`src/rtl/ex_mem_skid_stage_if.sv`:
```
// EX/MEM stage bundle: execute-side entry, memory-side registered entry and fill level.
// The master drives incoming entries and out_ready, and the slave is the pipeline stage.
interface ex_mem_skid_stage_if #(
  parameter int DATA_W = 64,
  parameter int RD_W   = 5,
  parameter int CTRL_W = 4
);
  logic              in_valid;
  logic              in_ready;
  logic [RD_W-1:0]   in_rd;
  logic [DATA_W-1:0] in_alu;
  logic [DATA_W-1:0] in_store;
  logic [DATA_W-1:0] in_target;
  logic [CTRL_W-1:0] in_ctrl;
  logic              in_zero;
  logic              in_great;
  logic              in_branch_eq;
  logic              in_branch_gt;

  logic              out_valid;
  logic              out_ready;
  logic [RD_W-1:0]   out_rd;
  logic [DATA_W-1:0] out_alu;
  logic [DATA_W-1:0] out_store;
  logic [DATA_W-1:0] out_target;
  logic [CTRL_W-1:0] out_ctrl;
  logic              out_zero;
  logic              out_great;
  logic              out_branch_eq;
  logic              out_branch_gt;
  logic              out_taken;
  logic [1:0]        occupancy;

  modport master (
    output in_valid, in_rd, in_alu, in_store, in_target, in_ctrl,
           in_zero, in_great, in_branch_eq, in_branch_gt, out_ready,
    input  in_ready, out_valid, out_rd, out_alu, out_store, out_target, out_ctrl,
           out_zero, out_great, out_branch_eq, out_branch_gt, out_taken, occupancy
  );

  modport slave (
    input  in_valid, in_rd, in_alu, in_store, in_target, in_ctrl,
           in_zero, in_great, in_branch_eq, in_branch_gt, out_ready,
    output in_ready, out_valid, out_rd, out_alu, out_store, out_target, out_ctrl,
           out_zero, out_great, out_branch_eq, out_branch_gt, out_taken, occupancy
  );
endinterface

```
`src/rtl/ex_mem_skid_stage.sv`:
```
// EX/MEM pipeline register with a two-entry skid buffer, sync flush and bubble-safe control.
// Define EX_MEM_BRANCH_RESOLVE_EN to build the registered branch-taken decision on out_taken.
module ex_mem_skid_stage #(
  parameter int DATA_W = 64,
  parameter int RD_W   = 5,
  parameter int CTRL_W = 4
) (
  input logic clk,
  input logic reset,
  input logic flush,
  ex_mem_skid_stage_if.slave bus
);

  typedef struct packed {
    logic [RD_W-1:0]   rd;
    logic [DATA_W-1:0] alu;
    logic [DATA_W-1:0] store;
    logic [DATA_W-1:0] target;
    logic [CTRL_W-1:0] ctrl;
    logic              zero;
    logic              great;
    logic              branchEq;
    logic              branchGt;
  } entry_t;

  typedef enum logic [1:0] {EMPTY, ONE, TWO} state_t;

  state_t state;
  state_t nextState;
  entry_t mainReg;
  entry_t skidReg;
  entry_t inEntry;
  logic   mainValid;
  logic   skidValid;
  logic   inFire;
  logic   outFire;
  logic   loadMainFromIn;
  logic   loadMainFromSkid;
  logic   loadSkid;
  logic   clearMain;

  assign inEntry = {bus.in_rd, bus.in_alu, bus.in_store, bus.in_target, bus.in_ctrl,
                    bus.in_zero, bus.in_great, bus.in_branch_eq, bus.in_branch_gt};

  // Valid bits come straight from the state register, so in_ready has no path from out_ready.
  assign mainValid    = (state != EMPTY);
  assign skidValid    = (state == TWO);
  assign bus.in_ready = !skidValid;
  assign inFire       = bus.in_valid & bus.in_ready;
  assign outFire      = mainValid & bus.out_ready;

  always_ff @(posedge clk) begin
    if (reset) begin
      state <= EMPTY;
    end else if (flush) begin
      state <= EMPTY;
    end else begin
      state <= nextState;
    end
  end

  always_comb begin
    nextState        = state;
    loadMainFromIn   = 1'b0;
    loadMainFromSkid = 1'b0;
    loadSkid         = 1'b0;
    clearMain        = 1'b0;
    case (state)
      EMPTY: begin
        if (inFire) begin
          loadMainFromIn = 1'b1;
          nextState      = ONE;
        end
      end
      ONE: begin
        if (outFire) begin
          if (inFire) begin
            loadMainFromIn = 1'b1;
          end else begin
            clearMain = 1'b1;
            nextState = EMPTY;
          end
        end else if (inFire) begin
          loadSkid  = 1'b1;
          nextState = TWO;
        end
      end
      TWO: begin
        // in_ready is low here, so only the drain of main can happen.
        if (outFire) begin
          loadMainFromSkid = 1'b1;
          nextState        = ONE;
        end
      end
      default: begin
        nextState = EMPTY;
      end
    endcase
  end

  // Control is zeroed in the register whenever main turns into a bubble.
  always_ff @(posedge clk) begin
    if (reset) begin
      mainReg <= '0;
      skidReg <= '0;
    end else if (flush) begin
      mainReg.ctrl <= '0;
      skidReg.ctrl <= '0;
    end else begin
      if (loadMainFromSkid) begin
        mainReg <= skidReg;
      end else if (loadMainFromIn) begin
        mainReg <= inEntry;
      end else if (clearMain) begin
        mainReg.ctrl <= '0;
      end
      if (loadSkid) begin
        skidReg <= inEntry;
      end
    end
  end

`ifdef EX_MEM_BRANCH_RESOLVE_EN
  function automatic logic resolveTaken(input entry_t e);
    return (e.branchEq & e.zero) | (e.branchGt & e.great);
  endfunction

  logic mainTaken;

  // Skid keeps the raw flags, so the decision is recomputed as it moves into main.
  always_ff @(posedge clk) begin
    if (reset || flush) begin
      mainTaken <= 1'b0;
    end else if (loadMainFromSkid) begin
      mainTaken <= resolveTaken(skidReg);
    end else if (loadMainFromIn) begin
      mainTaken <= resolveTaken(inEntry);
    end else if (clearMain) begin
      mainTaken <= 1'b0;
    end
  end

  assign bus.out_taken = mainTaken;
`else
  assign bus.out_taken = 1'b0;
`endif

  assign bus.out_valid     = mainValid;
  assign bus.out_rd        = mainReg.rd;
  assign bus.out_alu       = mainReg.alu;
  assign bus.out_store     = mainReg.store;
  assign bus.out_target    = mainReg.target;
  assign bus.out_ctrl      = mainReg.ctrl;
  assign bus.out_zero      = mainReg.zero;
  assign bus.out_great     = mainReg.great;
  assign bus.out_branch_eq = mainReg.branchEq;
  assign bus.out_branch_gt = mainReg.branchGt;
  assign bus.occupancy     = {1'b0, mainValid} + {1'b0, skidValid};

endmodule

```
`src/flat_wrapper.sv`:
```
// flat-port wrapper written by rule: the top's interface ports become plain ports
module ex_mem_skid_stage_flat 
#(
  parameter int DATA_W = 64,
  parameter int RD_W   = 5,
  parameter int CTRL_W = 4
)
  (clk, reset, flush, bus_in_valid, bus_in_rd, bus_in_alu, bus_in_store, bus_in_target, bus_in_ctrl, bus_in_zero, bus_in_great, bus_in_branch_eq, bus_in_branch_gt, bus_out_ready, bus_in_ready, bus_out_valid, bus_out_rd, bus_out_alu, bus_out_store, bus_out_target, bus_out_ctrl, bus_out_zero, bus_out_great, bus_out_branch_eq, bus_out_branch_gt, bus_out_taken, bus_occupancy);
  ex_mem_skid_stage_if #(.DATA_W(DATA_W), .RD_W(RD_W), .CTRL_W(CTRL_W)) bus_i ();
  input logic clk;
  input logic reset;
  input logic flush;
  input wire logic [$bits(bus_i.in_valid)-1:0] bus_in_valid;
  input wire logic [$bits(bus_i.in_rd)-1:0] bus_in_rd;
  input wire logic [$bits(bus_i.in_alu)-1:0] bus_in_alu;
  input wire logic [$bits(bus_i.in_store)-1:0] bus_in_store;
  input wire logic [$bits(bus_i.in_target)-1:0] bus_in_target;
  input wire logic [$bits(bus_i.in_ctrl)-1:0] bus_in_ctrl;
  input wire logic [$bits(bus_i.in_zero)-1:0] bus_in_zero;
  input wire logic [$bits(bus_i.in_great)-1:0] bus_in_great;
  input wire logic [$bits(bus_i.in_branch_eq)-1:0] bus_in_branch_eq;
  input wire logic [$bits(bus_i.in_branch_gt)-1:0] bus_in_branch_gt;
  input wire logic [$bits(bus_i.out_ready)-1:0] bus_out_ready;
  output wire logic [$bits(bus_i.in_ready)-1:0] bus_in_ready;
  output wire logic [$bits(bus_i.out_valid)-1:0] bus_out_valid;
  output wire logic [$bits(bus_i.out_rd)-1:0] bus_out_rd;
  output wire logic [$bits(bus_i.out_alu)-1:0] bus_out_alu;
  output wire logic [$bits(bus_i.out_store)-1:0] bus_out_store;
  output wire logic [$bits(bus_i.out_target)-1:0] bus_out_target;
  output wire logic [$bits(bus_i.out_ctrl)-1:0] bus_out_ctrl;
  output wire logic [$bits(bus_i.out_zero)-1:0] bus_out_zero;
  output wire logic [$bits(bus_i.out_great)-1:0] bus_out_great;
  output wire logic [$bits(bus_i.out_branch_eq)-1:0] bus_out_branch_eq;
  output wire logic [$bits(bus_i.out_branch_gt)-1:0] bus_out_branch_gt;
  output wire logic [$bits(bus_i.out_taken)-1:0] bus_out_taken;
  output wire logic [$bits(bus_i.occupancy)-1:0] bus_occupancy;
  assign bus_i.in_valid = bus_in_valid;
  assign bus_i.in_rd = bus_in_rd;
  assign bus_i.in_alu = bus_in_alu;
  assign bus_i.in_store = bus_in_store;
  assign bus_i.in_target = bus_in_target;
  assign bus_i.in_ctrl = bus_in_ctrl;
  assign bus_i.in_zero = bus_in_zero;
  assign bus_i.in_great = bus_in_great;
  assign bus_i.in_branch_eq = bus_in_branch_eq;
  assign bus_i.in_branch_gt = bus_in_branch_gt;
  assign bus_i.out_ready = bus_out_ready;
  assign bus_in_ready = bus_i.in_ready;
  assign bus_out_valid = bus_i.out_valid;
  assign bus_out_rd = bus_i.out_rd;
  assign bus_out_alu = bus_i.out_alu;
  assign bus_out_store = bus_i.out_store;
  assign bus_out_target = bus_i.out_target;
  assign bus_out_ctrl = bus_i.out_ctrl;
  assign bus_out_zero = bus_i.out_zero;
  assign bus_out_great = bus_i.out_great;
  assign bus_out_branch_eq = bus_i.out_branch_eq;
  assign bus_out_branch_gt = bus_i.out_branch_gt;
  assign bus_out_taken = bus_i.out_taken;
  assign bus_occupancy = bus_i.occupancy;
  ex_mem_skid_stage #(.DATA_W(DATA_W), .RD_W(RD_W), .CTRL_W(CTRL_W)) u_core (.clk(clk), .reset(reset), .flush(flush), .bus(bus_i));
endmodule
```
`config.mk`:
```
export PLATFORM = sky130hd
export DESIGN_NAME = ex_mem_skid_stage_flat
export DESIGN_NICKNAME = d
export VERILOG_FILES = /design/src/rtl/ex_mem_skid_stage_if.sv /design/src/rtl/ex_mem_skid_stage.sv /design/src/flat_wrapper.sv
export SDC_FILE = /design/constraint.sdc
export NUM_CORES = 1
export LEC_CHECK = 0
export ABC_AREA = 1
export ABC_CLOCK_PERIOD_IN_PS = 2600
export CAP_MARGIN = 30
export CORE_AREA = 4 4 253 255
export DETAILED_ROUTE_END_ITERATION = 7
export DIE_AREA = 0 0 257 259
export DONT_BUFFER_PORTS = 1
export HOLD_SLACK_MARGIN = 0.08
export PLACE_DENSITY_LB_ADDON = 0.2
export RECOVER_POWER = 100
export SLEW_MARGIN = 20
export SYNTH_ARGS = -nofsm -noshare
export SYNTH_HDL_FRONTEND = slang
export SYNTH_SLANG_ARGS = --single-unit
```
`constraint.sdc`:
```
create_clock -name clk -period 2.6 [get_ports clk]
set_input_delay 0.39 -clock clk [delete_from_list [all_inputs] [get_ports clk]]
set_output_delay 0.39 -clock clk [all_outputs]
set_load 0.02 [all_outputs]
```
* After elaboration in Yosys (flattened, before gate mapping)
Cells that the tools add are included.
** Storage, ports and cells
- Input bits :: 210
- Flip-flop bits (word level) :: 412
- Word-level logic and storage cells :: 59
- Output and inout port bits :: 210
** Operators by class
- Equality and inequality tests :: 6
- Multiplexer cells :: 21
- Bitwise operators :: 3
- Reduce and logical (&&, ||, !) cells :: 9
- $add $sub $neg :: 1
** Operator list (count)
- two-way mux 205 bit :: 1
- two-way mux 197 bit :: 1
- two-way mux 4 bit :: 3
- two-way mux 2 bit :: 5
- two-way mux 1 bit :: 9
- one-hot mux 2 bit (3 select lines) :: 1
- AND reduction 2 bit :: 2
- AND reduction 4 bit :: 1
- nonzero test 2 bit :: 2
- != test 3 x 1 -> 1 bit, second input constant :: 1
- != test 3 bit, second input constant :: 1
- nonzero test 3 bit :: 1
- adder 1 x 1 -> 2 bit :: 1
- AND 1 bit :: 2
- equality test 2 x 1 -> 1 bit, second input constant :: 1
- equality test 2 bit, second input constant :: 1
- zero test 2 bit :: 1
- != test 2 x 1 -> 1 bit, second input constant :: 1
- != test 2 bit, second input constant :: 1
- one-hot mux 1 bit (2 select lines) :: 1
- OR reduction 2 bit :: 1
- zero test 1 bit :: 1
- inverter 1 bit :: 1

* Depth between registers and ports, before layout
- Word-level depth :: 9
- Gate-level depth with buffers :: 10

* Worst setup path after synthesis
No wires, ideal clock.
- Path type :: input to register
- Start point :: input port bus_in_valid
- End point :: register u_core.mainReg (netlist bit u_core.bus.out_store[46])
- Setup time :: 0.113 ns
- Slack :: 1.144 ns
- Required time :: 2.487 ns
- Data arrival time :: 1.343 ns
- Stages :: 9
- Path through :: inv_1 nor2_1 nand2_2 nand2_1 nand2_2 buf_2 buf_2 nor2_1 nor2_1
** On the way
- Longest elaborated chain between the ends :: 6
** RTL lines
- from (decl) :: RTL line flat_wrapper.sv:13 : input wire logic [$bits(bus_i.in_valid)-1:0] bus_in_valid;
- AND 1 bit (*) :: RTL line ex_mem_skid_stage.sv:49 : assign inFire = bus.in_valid & bus.in_ready;
- two-way mux 1 bit (*) :: RTL line ex_mem_skid_stage.sv:70, ex_mem_skid_stage.sv:77
- two-way mux 1 bit :: RTL line ex_mem_skid_stage.sv:76 : if (outFire) begin
- one-hot mux 1 bit (2 select lines) (*) :: RTL line ex_mem_skid_stage.sv:68 : case (state)
- nonzero test 2 bit (no line) (*)
- AND reduction 2 bit (no line) (*)
- to (signal assigned) :: RTL line ex_mem_skid_stage.sv:111 : mainReg <= skidReg;
- to (signal assigned) :: RTL line ex_mem_skid_stage.sv:113 : mainReg <= inEntry;
- to (decl) :: RTL line ex_mem_skid_stage.sv:30 : entry_t mainReg;
Mark *: on every way between the ends. The rest lies on a longest branch, timed or not.
A chain may end at the register's enable or synchronous reset.

* Final worst setup path
- Start point :: input port bus_out_ready
- End point :: register u_core.skidReg[47] (netlist name)
** On the way
- Longest elaborated chain between the ends :: 4
** RTL lines
- from (decl) :: RTL line flat_wrapper.sv:23 : input wire logic [$bits(bus_i.out_ready)-1:0] bus_out_ready;
- AND 1 bit :: RTL line ex_mem_skid_stage.sv:50 : assign outFire = mainValid & bus.out_ready;
- two-way mux 1 bit :: RTL line ex_mem_skid_stage.sv:76
- two-way mux 1 bit :: RTL line ex_mem_skid_stage.sv:68
- AND reduction 2 bit (no line)
- to (signal assigned) :: RTL line ex_mem_skid_stage.sv:118 : skidReg <= inEntry;
- to (decl) :: RTL line ex_mem_skid_stage.sv:31 : entry_t skidReg;
No other way between the ends.

==> impl_metrics.tcl <==
set metrics [dict create \
    synth_area_leaders "dfxtp_1, nand2_1, nor2_1, nand3_1, a21oi_1" \
    root_buffer "clkbuf_16" \
    netlist.area_leader.share_pct 44.77 \
    place_inst 3562 \
    finalSetupViolCount 0 \
    min_from "reset" \
    routed_via_density 4.571 \
    crit_family "buffers and inverters" \
    reg2regPathDepth 9 \
    synth_area_per_cell_sq_um 6.342 \
    fin_crit_ns 2.393 \
    clock_latency_ns 0.58 \
    power_density_nw_per_um2 672.2 \
    htreeDepth 2 \
    fmax_mhz 417.8 \
    postLayoutCoreUtil_pct 38.02 \
    drive_above_1_share_pct 3.515 \
    fin_nets 3277 \
    core_sq_um 61600 \
    outcome "complete, no violations" \
    firstDrtPassIters 5 \
    drv_slew 0 \
    cp_common_cell "dlygate4sd3_1" \
    ir_worst_vdd_mv 0.4498 \
    critical_path_class "in -> reg" \
    clk_pin_slew_worst_paths_ns 0.05 \
    yosys.area.top_type "dfxtp_1" \
    max_stage_delay_ns 0.63 \
    crit_chain "dlygate4sd3_1 > inv_1 > nand2_2 > nor2_4 > nand2_4 > buf_12 > buf_6 > nand2_1 > a21oi_1 > dlygate4sd3_1" \
    grtUsageTotal_pct 18.12 \
    arrival_ns 2.91 \
    rsz0062_at_grt "false" \
    rows 91 \
    place_area_sq_um 18810 \
    cts_made_buffers 50 \
    io_buffers 0 \
    hold_end "u_core.bus.out_ctrl[2]$_SDFFE_PP0P_" \
    routed_wl_mm 63.55 \
    clk_path_buf_depth 3 \
    cts_num_sinks 412 \
    hold_path_depth 3 \
    final_cell_area_sq_um 23420 \
    path_buf_inv 5 \
    post_cts_buffers 0 \
    start_util_pct 29.91 \
    dp_slack_ns 0.5727 \
    power.total_mw 15.74 \
    hold_violations 0 \
    crit_slowest_cell "dlygate4sd3_1" \
    synth_seq_area_share_pct 44.77 \
    die_y_um 259 \
    syn-num-nets 3116 \
    areaGrowthSynthToFinish_pct 27.13 \
    slew_headroom_pct 9.784 \
    worstPathMaxFanout 73 \
    setup_tns_ns 0 \
    grt_max_degree 202 \
    dieWidth_um 257 \
    wire_per_inst_um 16.13 \
    synth.distinct_cells 21 \
    hold_path.class "in -> reg" \
    fin_ws_ns 0.2065 \
    ant_nets 0 \
    r2r_end "u_core.skidReg[47]$_SDFFE_PP0P_" \
    stdcell_count 3941 \
    required_ns 3.12 \
    min_period_over_period_pct 92.06 \
    dp_hpwl_mm 35.67 \
    end_kind "register" \
    clock-skew-final_ns 0.02305 \
    dieArea_sq_um 66560 \
    io_pins 420 \
    netlist_area_sq_um 18420 \
    grt_overflow 0 \
    cts_tree "built" \
    route.vias.total 18020 \
    ys.warnings.count 0 \
    tightest_slew_ns 1.353 \
    maxCapViolations 0 \
    rr_startpoint "u_core.state[1]$_SDFFE_PP0P_" \
    grt_first_pass_wirelength_mm 98.98 \
    remaining_drc_errors 0 \
    drt_iter0_markers 1286 \
    rrSetupSlack_ns 0.23 \
    holdWs_ns 0.1293 \
    grt_pass1_vias 17270 \
    netlist_instances 2905 \
    p_leak_nw 10.77 \
    gp_congestion 0.7541 \
    grt_antenna_before_repair 6 \
    worstSetupStartpointType "input port" \
    ys_ff_latch 412 \
]
## layout by cell type, fill, tap and decap left out, drive strengths merged
cell type | netlist | routed
nand2 | 1231 | 1231
buf | 104 | 21
ha | 1 | 1
diode | 0 | 3
nand4 | 4 | 4
inv | 216 | 218
clkinvlp | 0 | 3
dfxtp | 412 | 412
nor2 | 422 | 422
o21ai | 4 | 4
a31oi | 1 | 1
dlygate4sd3 | 0 | 285
clkbuf | 96 | 79
bufinv | 0 | 5
nand3 | 208 | 208
conb | 1 | 1
a21oi | 204 | 204
clkinv | 1 | 2
## logic make-up after synthesis
family | synth area share [%]
DFF | 44.77
other | 0.02036
AOI/OAI and AO/OA | 5.685
and+or+nand+nor | 39.57
adders and majority gates | 0.06791
buffers and inverters | 9.882
## per-layer routing
layer  global-route usage (%)  vias up  routed length, um
met1                    22.55     8253              26920
met2                    30.07      510              29690
met3                    5.677      116               5044
met5                        0        -                 25
li1                         -     9132                  -
met4                    5.698        4               1869
## registers in the layout, summed over array words and instances, names as in the netlist
register / count
u_core.bus.out_store: 64
u_core.bus.out_rd: 5
u_core.bus.out_zero: 1
u_core.skidReg: 205
u_core.bus.out_branch_eq: 1
u_core.bus.out_ctrl: 4
u_core.bus.out_branch_gt: 1
u_core.bus.out_alu: 64
u_core.bus.out_target: 64
u_core.state: 2
u_core.bus.out_great: 1
## worst max-delay path by stage
stage,endpoint,slack (ns),cells past startpoint,startpoint
after floorplan,u_core.bus.out_store[46]$_SDFFE_PP0P_,1.14,9,bus_in_valid
after global routing,u_core.skidReg[123]$_SDFFE_PP0P_,0.02,10,bus_out_ready
after global placement,u_core.bus.out_alu[11]$_SDFFE_PP0P_,0.62,8,bus_in_valid
after detailed placement,u_core.bus.out_alu[11]$_SDFFE_PP0P_,0.57,8,bus_in_valid
after CTS,u_core.skidReg[39]$_SDFFE_PP0P_,0.03,8,u_core.state[1]$_SDFFE_PP0P_
final,u_core.skidReg[47]$_SDFFE_PP0P_,0.21,10,bus_out_ready
## report_power, final
part / internal [mW] / switching [mW] / leakage (nW) / total [mW]
combinational: 0.561 / 0.800 / 6.58 / 1.36
sequential: 6.57 / 0.497 / 3.36 / 7.07
clock: 4.49 / 2.82 / 0.832 / 7.31
total: 11.6 / 4.12 / 10.8 / 15.7
## cell usage after synthesis
master       n
nand2_1   1228
nand2_2      3
a31oi_1      1
clkinv_1     1
inv_1      212
clkbuf_1    96
ha_1         1
nor2_1     421
inv_2        4
buf_4        8
nand3_1    207
nand4_1      4
a21oi_1    204
nand3_2      1
nor2_4       1
conb_1       1
buf_2       78
buf_6       17
dfxtp_1    412
buf_1        1
o21ai_0      4
## layout make-up
type                       instances  area [sq um]
sequential                       412          8248
timing repair buffer             309          3209
fill                            6516         38180
antenna                            3         7.507
clock buffer                      76          1520
inverter                         217         829.5
clock inverter                    11         191.4
tap                              837          1047
multi-input combinational       2076          8368
## what timing repair did
action,4_1_cts,5_1_grt
gates resized for setup,0,0
hold buffers,286,0
hold endpoints to repair,412,0
setup endpoints to repair,0,60
## worst register-to-register path: stages (launching register included)
cell and delay (ns):
dfxtp_1 0.41, inv_2 0.08, nand2_1 0.12, nor2_4 0.08
nand2_4 0.06, buf_12 0.34, buf_6 0.40, nand2_1 0.11
a21oi_1 0.13, dlygate4sd3_1 0.56
Note: power is estimated with default switching activity, not from simulation.
